===== src/rtl/packer_pkg.sv =====
// Shared types and defaults for the byte lane packer family.
package packer_pkg;

   typedef enum logic {LSB_FIRST, MSB_FIRST} lane_order_e;
   typedef enum logic {OUT_EMPTY, OUT_FULL} out_state_e;

   localparam int unsigned PACKER_ELEM_W = 8;
   localparam int unsigned PACKER_LANES  = 4;

   typedef logic [PACKER_ELEM_W-1:0]              packer_elem_t;
   typedef logic [PACKER_LANES*PACKER_ELEM_W-1:0] packer_word_t;

   // Lane counter width; a single-lane packer still carries a 1-bit counter.
   function automatic int unsigned cnt_width(input int unsigned lanes);
      return (lanes > 1) ? $clog2(lanes) : 1;
   endfunction

endpackage


===== src/rtl/byte_lane_packer_if.sv =====
// Narrow-in / wide-out stream bundle between a producer, the packer and a sink.
interface byte_lane_packer_if
   import packer_pkg::*;
#(
   parameter int unsigned ELEM_W = PACKER_ELEM_W,
   parameter int unsigned LANES  = PACKER_LANES
);

   logic                    in_valid;
   logic                    in_ready;
   logic [ELEM_W-1:0]       in_data;
   logic                    in_last;
   logic                    out_valid;
   logic                    out_ready;
   logic [LANES*ELEM_W-1:0] out_data;
   logic [LANES-1:0]        out_keep;
   logic                    out_last;

   modport master (
      output in_valid, in_data, in_last, out_ready,
      input  in_ready, out_valid, out_data, out_keep, out_last
   );

   modport slave (
      input  in_valid, in_data, in_last, out_ready,
      output in_ready, out_valid, out_data, out_keep, out_last
   );

endinterface


===== src/rtl/packer_accum.sv =====
// Partial-word accumulator: lane counter, lane steering, keep mask and completion detect.
module packer_accum
   import packer_pkg::*;
#(
   parameter int unsigned ELEM_W     = PACKER_ELEM_W,
   parameter int unsigned LANES      = PACKER_LANES,
   parameter lane_order_e LANE_ORDER = LSB_FIRST
) (
   input  logic                    clk,
   input  logic                    rst_n,
   input  logic                    take,
   input  logic [ELEM_W-1:0]       in_data,
   input  logic                    in_last,
   output logic                    complete,
   output logic [LANES*ELEM_W-1:0] word_data,
   output logic [LANES-1:0]        word_keep
);

   localparam int unsigned CNT_W = cnt_width(LANES);
   localparam logic [CNT_W-1:0] CNT_MAX = CNT_W'(LANES - 1);

   typedef logic [LANES*ELEM_W-1:0] word_t;
   typedef logic [LANES-1:0]        keep_t;

   logic [CNT_W-1:0] cnt;
   logic [CNT_W-1:0] lane;
   word_t            acc_data;
   keep_t            acc_keep;

   always_comb begin
      lane = (LANE_ORDER == MSB_FIRST) ? (CNT_MAX - cnt) : cnt;
   end

   // Target lane is still zero in the accumulator, so OR-merge is enough.
   always_comb begin
      word_data = acc_data;
      word_keep = acc_keep;
      complete  = 1'b0;
      if (take) begin
         word_data = acc_data | (word_t'(in_data) << (lane * ELEM_W));
         word_keep = acc_keep | (keep_t'(1) << lane);
         complete  = (cnt == CNT_MAX) || in_last;
      end
   end

   always_ff @(posedge clk or negedge rst_n) begin
      if (!rst_n) begin
         cnt      <= '0;
         acc_data <= '0;
         acc_keep <= '0;
      end else if (complete) begin
         cnt      <= '0;
         acc_data <= '0;
         acc_keep <= '0;
      end else if (take) begin
         cnt      <= cnt + 1'b1;
         acc_data <= word_data;
         acc_keep <= word_keep;
      end
   end

endmodule


===== src/rtl/byte_lane_packer.sv =====
// Packs narrow elements into LANES-wide words; output register with valid/ready hold.
module byte_lane_packer
   import packer_pkg::*;
#(
   parameter int unsigned ELEM_W     = PACKER_ELEM_W,
   parameter int unsigned LANES      = PACKER_LANES,
   parameter lane_order_e LANE_ORDER = LSB_FIRST
) (
   input  logic             clk,
   input  logic             rst_n,
   byte_lane_packer_if.slave bus
);

   typedef logic [ELEM_W-1:0]       elem_t;
   typedef logic [LANES*ELEM_W-1:0] word_t;

   if ($bits(elem_t) != ELEM_W) begin : g_chk_elem
      $fatal(1, "byte_lane_packer: elem_t width mismatch");
   end
   if ($bits(word_t) != LANES * ELEM_W) begin : g_chk_word
      $fatal(1, "byte_lane_packer: word_t width mismatch");
   end
   if (LANES < 1) begin : g_chk_lanes
      $fatal(1, "byte_lane_packer: LANES must be at least 1");
   end

   out_state_e       state;
   word_t            out_data_q;
   logic [LANES-1:0] out_keep_q;
   logic             out_last_q;
   logic             in_ready;
   logic             take;
   logic             complete;
   word_t            nxt_data;
   logic [LANES-1:0] nxt_keep;

   assign in_ready      = (state == OUT_EMPTY) || bus.out_ready;
   assign take          = bus.in_valid && in_ready;
   assign bus.in_ready  = in_ready;
   assign bus.out_valid = (state == OUT_FULL);
   assign bus.out_data  = out_data_q;
   assign bus.out_keep  = out_keep_q;
   assign bus.out_last  = out_last_q;

   packer_accum #(
      .ELEM_W    (ELEM_W),
      .LANES     (LANES),
      .LANE_ORDER(LANE_ORDER)
   ) u_accum (
      .clk      (clk),
      .rst_n    (rst_n),
      .take     (take),
      .in_data  (bus.in_data),
      .in_last  (bus.in_last),
      .complete (complete),
      .word_data(nxt_data),
      .word_keep(nxt_keep)
   );

   // A completion while FULL implies out_ready, so the held word is leaving this cycle.
   always_ff @(posedge clk or negedge rst_n) begin
      if (!rst_n) begin
         state      <= OUT_EMPTY;
         out_data_q <= '0;
         out_keep_q <= '0;
         out_last_q <= 1'b0;
      end else begin
         if (complete) begin
            out_data_q <= nxt_data;
            out_keep_q <= nxt_keep;
            out_last_q <= bus.in_last;
         end
         case (state)
            OUT_EMPTY: if (complete) state <= OUT_FULL;
            OUT_FULL:  if (bus.out_ready && !complete) state <= OUT_EMPTY;
            default:   state <= OUT_EMPTY;
         endcase
      end
   end

endmodule

===== src/flat_wrapper.sv =====
// flat-port wrapper written by rule: the top's interface ports become plain ports
module byte_lane_packer_flat import packer_pkg::*;
#(
   parameter int unsigned ELEM_W     = PACKER_ELEM_W,
   parameter int unsigned LANES      = PACKER_LANES,
   parameter lane_order_e LANE_ORDER = LSB_FIRST
)
  (clk, rst_n, bus_in_valid, bus_in_data, bus_in_last, bus_out_ready, bus_in_ready, bus_out_valid, bus_out_data, bus_out_keep, bus_out_last);
  byte_lane_packer_if #(.ELEM_W(ELEM_W), .LANES(LANES)) bus_i ();
  input  logic clk;
  input  logic rst_n;
  input wire logic [$bits(bus_i.in_valid)-1:0] bus_in_valid;
  input wire logic [$bits(bus_i.in_data)-1:0] bus_in_data;
  input wire logic [$bits(bus_i.in_last)-1:0] bus_in_last;
  input wire logic [$bits(bus_i.out_ready)-1:0] bus_out_ready;
  output wire logic [$bits(bus_i.in_ready)-1:0] bus_in_ready;
  output wire logic [$bits(bus_i.out_valid)-1:0] bus_out_valid;
  output wire logic [$bits(bus_i.out_data)-1:0] bus_out_data;
  output wire logic [$bits(bus_i.out_keep)-1:0] bus_out_keep;
  output wire logic [$bits(bus_i.out_last)-1:0] bus_out_last;
  assign bus_i.in_valid = bus_in_valid;
  assign bus_i.in_data = bus_in_data;
  assign bus_i.in_last = bus_in_last;
  assign bus_i.out_ready = bus_out_ready;
  assign bus_in_ready = bus_i.in_ready;
  assign bus_out_valid = bus_i.out_valid;
  assign bus_out_data = bus_i.out_data;
  assign bus_out_keep = bus_i.out_keep;
  assign bus_out_last = bus_i.out_last;
  byte_lane_packer #(.ELEM_W(ELEM_W), .LANES(LANES), .LANE_ORDER(LANE_ORDER)) u_core (.clk(clk), .rst_n(rst_n), .bus(bus_i));
endmodule

===== config.mk =====
export PLATFORM = sky130hd
export DESIGN_NAME = byte_lane_packer_flat
export DESIGN_NICKNAME = d
export VERILOG_FILES = /design/src/rtl/packer_pkg.sv /design/src/rtl/byte_lane_packer_if.sv /design/src/rtl/packer_accum.sv /design/src/rtl/byte_lane_packer.sv /design/src/flat_wrapper.sv
export SDC_FILE = /design/constraint.sdc
export NUM_CORES = 1
export LEC_CHECK = 0
export CAP_MARGIN = 20
export CORE_UTILIZATION = 48
export DETAILED_ROUTE_END_ITERATION = 12
export PLACE_DENSITY = 0.75
export SETUP_SLACK_MARGIN = 0.2
export SLEW_MARGIN = 25
export SYNTH_ARGS = -nofsm -noshare
export SYNTH_HDL_FRONTEND = slang
export SYNTH_SLANG_ARGS = --single-unit

===== constraint.sdc =====
create_clock -name clk -period 1.8 [get_ports clk]
set_clock_uncertainty 0.2 [all_clocks]
set_input_delay 0.27 -clock clk [delete_from_list [all_inputs] [get_ports clk]]
set_output_delay 0.27 -clock clk [all_outputs]
set_load 0.05 [all_outputs]

# After elaboration in Yosys (flattened, before gate mapping)
# Index checks and enable logic that the tools add are counted.
# word_totals
ram_bits	0
output_inout_bits	39
memories	0
ff_bits	76
input_bits	13
latch_bits	0
mem_bits_ro	0
wordCells	32
# classes
reduce_logical	6
eq_ne	1
div_mod_pow	0
n_shift	2
bitwise	3
order_cmp	0
addsub	1
n_mul	0
muxes	12
# op_table
operator	count
$mux 32	3
$or 32x32->32	1
$shl 8x5->32	1
$mux 4	3
$mux 2	2
$or 4x4->4	1
$shl 1x2->4 const A	1
$mux 1	3
$add 2x1->2 const B	1
$eq 2x2->1 const B	1
$logic_and 1x1->1	2
$logic_or 1x1->1	2
$pmux 1 s2	1
$reduce_bool 2->1	1
$logic_not 1->1	1
$not 1->1	1

# Logic depth before layout (Yosys ltp)
# Gate-level depths: netlist of run 1.
# logic_depth
depth_word	8
mapped_depth	6
depth_no_buf	4

# Cells and area by module
# Synthesis of run 1 repeated with hierarchy kept, for this count alone.
# hier_totals
hier_cells	276
hier_area_um2	3316.9
# by_module_without_submodules
mod	instances	cells_per_inst	area_per_inst_um2	seq_area_each_um2
packer_accum	1	194	1820.5	950.9
byte_lane_packer	1	82	1496.4	950.9

# Least setup slack after synthesis of run 1
# OpenSTA, ideal clock, no wires.
# synth_timing
path_type	reg-to-reg
start	register u_core.state, in the netlist u_core.bus.out_valid
end	register u_core.u_accum.acc_data[3]
required_ns	1.479
slack_ns	-0.084
n_path_buf	2
setup_time_ns	0.121
synth_period_minus_slack_ns	1.884
path_stages_with_launch	7
arrival_time_ns	1.563
path_cell_list	dfrtp_1 nor2b_1 buf_2 inv_1 buf_2 a41oi_1 nor2_1
# synth_between
elab_chain_len	6
elab_cells_between_ends	8
cone_classes	4 x mux; 1 x bitwise; 3 x reduce/logical
# synth_rtl
element	line	rtl
start: declaration	byte_lane_packer.sv:27	out_state_e state;
start signal: assignment	byte_lane_packer.sv:63	state <= OUT_EMPTY;
start signal: assignment	byte_lane_packer.sv:74	OUT_EMPTY: if (complete) state <= OUT_FULL;
start signal: assignment	byte_lane_packer.sv:75	OUT_FULL: if (bus.out_ready && !complete) state <= OUT_EMPTY;
$not 1->1 *	byte_lane_packer.sv:37	assign in_ready = (state == OUT_EMPTY) || bus.out_ready;
$logic_or 1x1->1 *	byte_lane_packer.sv:37	
net bus_in_ready	flat_wrapper.sv:16	output wire logic [$bits(bus_i.in_ready)-1:0] bus_in_ready;
$logic_and 1x1->1 *	byte_lane_packer.sv:38	assign take = bus.in_valid && in_ready;
$mux 32	packer_accum.sv:39	if (take) begin
$mux 32	packer_accum.sv:55	end else if (take) begin
$mux 32	packer_accum.sv:51	end else if (complete) begin
end signal: assignment	packer_accum.sv:57	acc_data <= word_data;
end: declaration	packer_accum.sv:27	word_t acc_data;
# The timed path passes the listed nets; every way through them passes the cells marked *. The select of a mux whose other input is x is not followed.
# A chain may end at the register's enable or synchronous reset.

# Worst setup path after layout of run 1
# layout_timing
start	register u_core.u_accum.cnt[0]
end	register u_core.out_data_q[24], in the netlist u_core.bus.out_data[24]
# layout_between
elab_chain_len	3
elab_cells_between_ends	6
cone_classes	1 x eq/ne; 1 x shift; 2 x mux; 1 x bitwise; 1 x reduce/logical
# layout_rtl
element	line	rtl
start: declaration	packer_accum.sv:25	logic [CNT_W-1:0] cnt;
start signal: assignment	packer_accum.sv:56	cnt <= cnt + 1'b1;
$shl 8x5->32 or $eq 2x2->1 (tied branches)	packer_accum.sv:40, packer_accum.sv:42	
$or 32x32->32 or $logic_or 1x1->1 (tied branches)	packer_accum.sv:40, packer_accum.sv:42	
$mux 32 or $mux 1 (tied branches)	packer_accum.sv:39	
end signal: assignment	byte_lane_packer.sv:69	out_data_q <= nxt_data;
end: declaration	byte_lane_packer.sv:28	word_t out_data_q;
# Parallel ways exist; a longest one is shown, timed or not.

==> results of run 1 <==
## worst min path at each step
stage           from                          to  slack (ps)
6_report       rst_n      u_core.bus.out_keep[3]         170
5_1_grt        rst_n  u_core.u_accum.acc_data[5]         180
4_1_cts        rst_n      u_core.bus.out_keep[3]         160
3_5_place_dp   rst_n         u_core.bus.out_last           4
3_3_place_gp   rst_n         u_core.bus.out_last           2
2_1_floorplan  rst_n      u_core.bus.out_data[0]        -230
## per-stage QoR
step,utilization,worst slack [ps],TNS (ps),hold WS (ps),area (um2)
after floorplan,-,64.9,0,-226,3330
after global placement,0.589,-118,-5170,1.69,3820
after detailed placement,0.589,-203,-6850,3.77,3820
after CTS,0.714,15.2,0,163,4640
after global routing,0.816,-233,-2870,184,5300
final,0.816,-194,-1420,167,5300
## kinds of logic (layout without fill, tap and decap cells)
logic type / count (synthesis) / count (layout) / share of synthesized area
simple gates: 50 / 50 / 0.0661
compound gates: 78 / 78 / 0.161
buf+inv: 68 / 158 / 0.0865
fa+ha+maj: 4 / 4 / 0.0151
mux: 32 / 32 / 0.0968
flops: 76 / 76 / 0.574
## synthesized netlist by cell type, drive strengths merged
master / n
dfrtp: 76
nor2: 40
inv: 37
a41oi: 33
a21oi: 32
mux2i: 32
buf: 16
clkbuf: 15
o21ai: 5
ha: 4
a31oi: 3
nor2b: 3
o31ai: 3
nand4: 2
a22o: 1
and2: 1
nand2: 1
nand3: 1
nor3: 1
o22a: 1
or3: 1
## sequential cells by signal, indices dropped and copies added, names as in the netlist
register / cells
u_core.bus.out_data: 32
u_core.u_accum.acc_data: 32
u_core.bus.out_keep: 4
u_core.u_accum.acc_keep: 4
u_core.u_accum.cnt: 2
u_core.bus.out_last: 1
u_core.bus.out_valid: 1
## per-layer routing
| layer | vias to the layer above | GRT usage |
|---|---|---|
| met5 | - | 0 |
| met4 | 0 | 0.136 |
| met3 | 49 | 0.0632 |
| met2 | 190 | 0.452 |
| met1 | 1499 | 0.350 |
| li1 | 1237 | - |
## worst reg2reg max path: stages (launching register included)
cell and delay [ps]:
dfrtp_1 430, ha_4 180, nor2_4 40, nor3_4 210
buf_6 180, buf_12 120, buf_12 90, buf_16 120
mux2i_1 310
## cell usage in the layout, fill, tap and decap left out, drive strengths merged
| cell type | synthesis | routed |
|---|---|---|
| buf | 16 | 90 |
| dfrtp | 76 | 76 |
| nor2 | 40 | 40 |
| inv | 37 | 37 |
| a41oi | 33 | 33 |
| a21oi | 32 | 32 |
| mux2i | 32 | 32 |
| clkbuf | 15 | 14 |
| clkdlybuf4s50 | 0 | 11 |
| o21ai | 5 | 5 |
| ha | 4 | 4 |
| nor2b | 3 | 3 |
| a31oi | 3 | 3 |
| bufinv | 0 | 3 |
| o31ai | 3 | 3 |
| nand4 | 2 | 2 |
| clkinv | 0 | 2 |
| or3 | 1 | 1 |
| nand2 | 1 | 1 |
| nor3 | 1 | 1 |
| and2 | 1 | 1 |
| nand3 | 1 | 1 |
| a22o | 1 | 1 |
| o22a | 1 | 1 |
| dlygate4sd3 | 0 | 1 |
## area by class of cell
type | instances | share of cell area
clock buffer | 11 | 0.0248
clock inverter | 5 | 0.0189
inverter | 37 | 0.0272
multi-input combinational | 164 | 0.313
sequential | 76 | 0.359
tap | 77 | 0.0182
timing repair buffer | 105 | 0.239
## repair_timing
action | in CTS | in global routing
resized for setup | 47 | 111
pin swaps | 5 | 25
endpoints found under the setup margin | 74 | 76
hold buffers | 1 | 0
buffers inserted | 15 | 11
cloned | 9 | 3
hold endpoints to repair | 62 | 0
## where the power goes
group	switching [mW]	total, mW	internal (mW)
Combinational	2.33	3.66	1.33
Clock	0.671	1.59	0.918
Sequential	0.361	2.55	2.19
Total	3.37	7.80	4.44
==> metrics list, run 1 <==
- Multi-input gate area in the final layout: 1660 um2
- The HPWL after detailed placement is approximately 4.5 mm.
- Initial cell density of the core: 0.510
* Overall routing resource usage: 0.277
- Share of the synthesized area in the top cell type: 0.574
- Crit path required time: 1860 ps
- LEAKAGE: 2.27 nW
- Sink Count: 76
- Worst stage delay on the critical path: 430 ps
* Count of mapped cells out of synthesis: 308
* Start point of the critical path: u_core.u_accum.cnt[0]
* Unrepaired setup endpoints after global routing: true
- Remaining antenna violation count after routing: 0
* Worst Tran Pin Value: 573 ps
* R2r worst-path depth: 8
- Clock latency on the worst-skew pair: between 300 and 400 ps
* Gr ovfl total: 0
- In this run the tool buffered the top-level ports with 51 buffer cells.
- Violated checks: negative setup slack
- Highest metal layer with signal wires: met4
- Summed over all instances, the cell type with the most area after synthesis is dfrtp_1.
- The initial antenna violation count is 0.
- The cell that appears most often on the critical path is buf_12.
- The number of pins with negative max-slew slack in the final report was 0.
* Tcrit/Tclk final: 1.11
* Capturing point of the worst reg2reg path: u_core.bus.out_data[24]
* Crit path max-delay cell type: dfrtp_1
- The worst setup path is launched from a flip-flop.
- CORE AREA: 6490 um2
* Post-synthesis instance area: around 3300 um2
- The number of clock buffers added by TritonCTS is 9.
* Drc violations: 0
- During I/O placement, the number of pins put on the boundary was between 50 and 60.
- From synthesis to final layout, the design area changed by 60.0%.
* Global-route wire length before repair: around 15 mm
* Total via count in the routed design: roughly 3,000
- For this block, the initial DRC count from the detailed router was 336.
* Critical Path End: u_core.bus.out_data[24]
- Of the cells placed in the final design, the portion with a size suffix greater than 1 is 0.460.
- Avg WL per Cell: roughly 25 um
- STA classifies the critical path endpoint as a flip-flop.
- Row count: 29
- Final critical-path setup slack: -194 ps
* Critical path type: flip-flop to flip-flop
* Critical path peak fanout: 6
- Traced cell by cell, the critical path runs through ha_4 -> nor2_4 -> nor3_4 -> buf_6 -> buf_12 -> buf_12 -> buf_16 -> mux2i_1.
- Vias in the first global route: ~2,800
- Areal power density over the cells: 1470 nW/um2
* Mean cell area of the mapped netlist: 10.7 um2
* Fill count: ~330
* Synth Register Bits: between 70 and 80
* Classification of the worst-slack hold path: primary input to asynchronous set/reset pin
- Largest net degree at the start of global routing: 53
- Critical path arrival: 2050 ps
- The flow ran to the end, but the final reports show violations.
* Number of logic stages on the critical path including buffering: 8
- Met2 WL post-DR: 6.06 mm
* Synth cell types: 25
- Max-cap violations in this run came to 0.
* Shortest clock period the worst path allows after layout: approximately 2000 ps
- Leaving out filler cells and counting taps, the final layout contains approximately 480.
- The share of the Yosys chip area taken by registers is 0.574.
- Static timing analysis puts the maximum clock frequency at 0.501 GHz.
* Final RePlAce weighted congestion: 0.743
- Grouping stages by cell kind, the critical path spends the most delay in buffers and inverters.
* Number of levels in the clock H-tree: 3
- Clock-pin slew was measured on the worst setup and hold paths at around 80 ps.
- Together, buffers and inverters on the worst path number 4.
* Overall Power: between 7 and 8 mW
* Total placed cells including tap cells: 420
- Worst slew margin: 0.617
- Routed WL: 12.0 mm
- Detailed-routing wirelength on met1: 4.42 mm
* Deepest clock path buffer count: 2
* Detailed-routed wire length on met3: a little under 1 mm
- Using the TritonRoute via totals, the vias-per-cell ratio works out to about 6.3.
* Worst supply voltage drop on vdd: ~1.0 mV
- Clock tree from TritonCTS: yes
- The tree is rooted in a clkbuf_8.
- The final count of hold timing violations was 0.
- The floorplan step defined a die boundary enclosing 7230 um2.
- Synth top area cells: dfrtp_1, mux2i_1, a41oi_1
* Width of the die: 85.1 um
- Final setup violation count: 41
* Diode insertion count for antenna repair: 0
- The Yosys step of the flow raised 0 warnings.
- Die Span Y: approximately 85 um
* Flop2flop setup slack: -190 ps
- At the end of the flow, the number of nets in the layout was 410.
- Reg-to-reg startpoint: u_core.u_accum.cnt[0]
- Register area: 1900 um2
* Syn nets: 325
- The pre-antenna-repair detailed-routing pass consisted of 5 iterations.
(Power assumes the default switching activity.)
==> run 2, diff against run 1 <==
--- a/config.mk
+++ b/config.mk
@@ -13,4 +13,5 @@
 export SLEW_MARGIN = 25
 export SYNTH_ARGS = -nofsm -noshare
 export SYNTH_HDL_FRONTEND = slang
+export SYNTH_HIERARCHICAL = 1
 export SYNTH_SLANG_ARGS = --single-unit
==> run 2 against run 1 <==
Against the previous run: the flow now finishes without violations; sequential cell count is the same; sequential power shrank 5%; worst hold slack better by 38 ps; critical endpoint is now u_core/bus.out_keep[0]; largest cell class unchanged.
==> metrics list, run 2 <==
- Outcome: completed
- Among all cell types in the netlist, the one instantiated most often is dfrtp_1.
- The reported max-cap violation count came to 0 (unchanged).
* Shortest clock period the worst path allows after layout: 1730 ps (-264 ps)
- The final total negative setup slack was 0 ps (+1420 ps).
- Detail Placement HPWL: 4.46 mm (-0.90%)
- The final net count came to 366 (-11%).
- Critical path peak fanout: 7 (+1)
* Kind of start point of the critical path: flip-flop
- The final core area utilization came to 0.681 (-0.135).
* Synth cell types: 23 (-8.0%)
* Final hold violation count: 0 (unchanged)
- The required time reported for the critical path endpoint came to 1820 ps (-40 ps).
* Sequence of cells on the critical path: nand2b_4 -> and2_4 -> o21a_4 -> buf_12 -> mux2_2
* Width of the die: 85.1 um (about the same)
- Share of the synthesized area in the top cell type: 0.573 (-0.00108)
- Detailed-router iteration count before antenna repair: 4 (-1)
- CORE AREA: 6490 um2 (unchanged)
- Global-route wire length before repair: 11.4 mm (-23%)
- The area growth from synthesis to layout is 33.3%.
* Family with the most delay on the worst path: flip-flops
* Largest net degree at the start of global routing: 35 (-34%)
* Final hold slack: 206 ps (+38.2 ps)
- The share of synthesized area occupied by flip-flops and latches is 0.573 (-0.00108).
- Post-synthesis instance area: 3320 um2 (+0.19%)
- Multi-input gate area in the final layout: 1300 um2 (-22%)
- Unrepaired setup endpoints after global routing: true
- The area of the die came to 7250 um2 (+0.19%).
- The total nets after synthesis came to 293 (-9.8%).
- Tcrit/Tclk final: 0.961 (-0.147)
* Combinational cell fraction of total power: 0.447 (-0.022)
- In the layout the commonest cells are dfrtp_1, buf_4, inv_1.
- The total power was 6.39 mW (-18%).
- The area taken by flip-flops and latches was 1910 um2 (+0.13%).
* Sequential group share of total power: 0.377 (+0.050)
* Violation count after the first detailed-routing iteration: 138 (-59%)
- Gr ovfl total: 0 (unchanged)
- # IOs: 52 (unchanged)
- Sorting the synthesized cells by area gives the leading types as dfrtp_1, mux2_4, mux2_2.
- The number of routed nets with antenna violations came to 0 (unchanged).
* Clock-pin transition on the worst setup and hold timing paths: 70 ps (about the same)
* Max Freq: 0.578 GHz (+15%)
- The final-report setup violation count came to 0 (-100%).
* Net switching fraction of the power: 0.401 (-0.0299)
- Initial cell density of the core: 0.511 (+0.000963)
- The commonest cells after synthesis are dfrtp_1, inv_1, a21oi_1, nand2_1, mux2_4.
- The H-tree depth reported by CTS came to 3 (unchanged).
* Avg WL per Cell: 16.9 um (-33%)
* Fill count: 483 (+47%)
- Post-route insts no fill: 431 (-9.3%)
- Areal power density over the cells: 1440 nW/um2 (-1.9%)
- The leakage dissipation is 2.28 nW (+0.54%).
* Final Max Slew Viols: 0 (unchanged)
- Worst setup EP type: flip-flop
* FFs w/ async S/R, synth: 1.00 (unchanged)
* Classification of the worst-slack hold path: primary input to asynchronous set/reset pin
- The global routing usage summed across all routing layers is 0.208 (-0.0691).
* Count of mapped cells out of synthesis: 276 (-10%)
- The share of layout cells above drive strength 1 was 0.398 (-0.0615).
- The tree is rooted in a clkbuf_8.
- Mean cell area of the mapped netlist: 12.0 um2 (+12%)
- Total internal power: 3.82 mW (-14%)
* Deepest clock path buffer count: 2 (unchanged)
* Critical path arrival: 1750 ps (-300 ps)
- Diode insertion count for antenna repair: 0 (unchanged)
- Critical path type: flip-flop to flip-flop
- Most frequent standard cell in the layout excluding fill and tap cells: dfrtp_1
- The via count of the first global-routing pass was 2,234 (-20%).
- The total detailed-routing wirelength was 7.28 mm (-40%).
* Die Span Y: 85.1 um (about the same)
* Port Buffer Count: 51 (unchanged)
- The post-detailed-route DRC marker count came to 0 (unchanged).
- Total via count in the routed design: 2,315 (-22%)
* Worst slew margin: 0.720 (+0.103)
- Total placed cells including tap cells: 403 (-4.0%)
- CP Buf/Inv Count: 1 (-3)
* Relative contribution of the clock network to total power: 0.175 (-0.029)
- Yosys warning count: 6 (+6)
* Worst stage delay on the critical path: 420 ps (about the same)
- Vias/cell: 5.37 (-14%)
- The global placement routability congestion came to 0.772 (+3.9%).
- Initial antenna violation count: 0 (unchanged)
- The number of clock sinks seen by CTS was 76 (unchanged).
* Crit path max-delay cell type: dfrtp_2
* Row count: 29 (unchanged)
* Number of enable flip-flop cells after synthesis: 0 (unchanged)
- Worst Tran Pin Value: 420 ps (-153 ps)
* Switching power of the nets: 2.56 mW (-24%)
- Synth Register Bits: 76 (unchanged)
- Clock tree from TritonCTS: yes
- The largest vdd supply drop is 0.836 mV (-19%).
* Predominant post-synthesis flop cell: dfrtp_1
- The clock buffer count from CTS came to 9 (unchanged).
* Clock latency on the worst-skew pair: 340 ps (-30 ps)
- Most area-hungry cell type in the Yosys netlist: dfrtp_1
run 2: what timing repair did:
item,CTS,global route
cloned,1,4
buffers inserted,5,1
pin swaps,1,1
endpoints found under the setup margin,46,67
gates resized for setup,8,15
endpoints found under the hold margin,29,0
hold buffers,1,0
run 2: power groups by stage:
| stage | clock network (mW) | logic, mW | registers [mW] |
|---|---|---|---|
| floorplan | 0 | 0.909 | 3.39 |
| global placement | 0 | 2.63 | 2.41 |
| detailed placement | 0 | 2.67 | 2.43 |
| CTS | 1.15 | 2.76 | 2.40 |
| global route | 1.23 | 3.01 | 2.46 |
| finish | 1.12 | 2.86 | 2.41 |
run 2: per-stage QoR:
step	setup slack (ps)	cell area [um2]
6_report	69.9	4420
5_1_grt	27.6	4420
4_1_cts	75.8	4280
3_5_place_dp	-284	4010
3_3_place_gp	-258	4010
2_1_floorplan	-380	3430
run 2: kinds of logic after synthesis:
| family | count (synthesis) | synth area share |
|---|---|---|
| buf+inv | 55 | 0.0732 |
| mux | 37 | 0.147 |
| compound gates | 39 | 0.0705 |
| flops | 76 | 0.573 |
| fa+ha+maj | 4 | 0.0151 |
| simple gates | 65 | 0.121 |
run 2: area by class of cell:
cell class,count,share of cell area
flip-flops and latches,76,0.431
repair buffers,79,0.184
multi-input cells,146,0.294
clock buffers,10,0.0311
clock inverters,6,0.00679
inverters,37,0.0314
well taps,77,0.0218
run 2: worst paths after layout:
path	startpoint	end	slack, ps	cells past startpoint
setup / recovery	u_core/bus.out_valid	u_core/bus.out_keep[0]	70	5
hold / removal	rst_n	u_core/bus.out_data[23]	210	2
setup reg to reg	u_core/bus.out_valid	u_core/bus.out_keep[0]	70	5
hold reg to reg	u_core/u_accum/acc_data[24]	u_core/u_accum/acc_data[24]	300	2
max in group asynchronous	rst_n	u_core/u_accum/cnt[1]	660	3
min in group clk	bus_out_ready	u_core/bus.out_valid	210	5
run 2: per-layer routing:
metal / vias to the layer above / global-route usage / wire length (um)
li1: 1080 / - / -
met1: 1165 / 0.269 / 3240
met2: 62 / 0.345 / 3660
met3: 8 / 0.0477 / 296
met4: 0 / 0.0740 / 76
met5: - / 0 / 0
run 2: worst register-to-register path, cell delays in order, from the launching register on:
cell and delay, ps:
dfrtp_2 420, nand2b_4 70, and2_4 190, o21a_4 240, buf_12 160, mux2_2 330
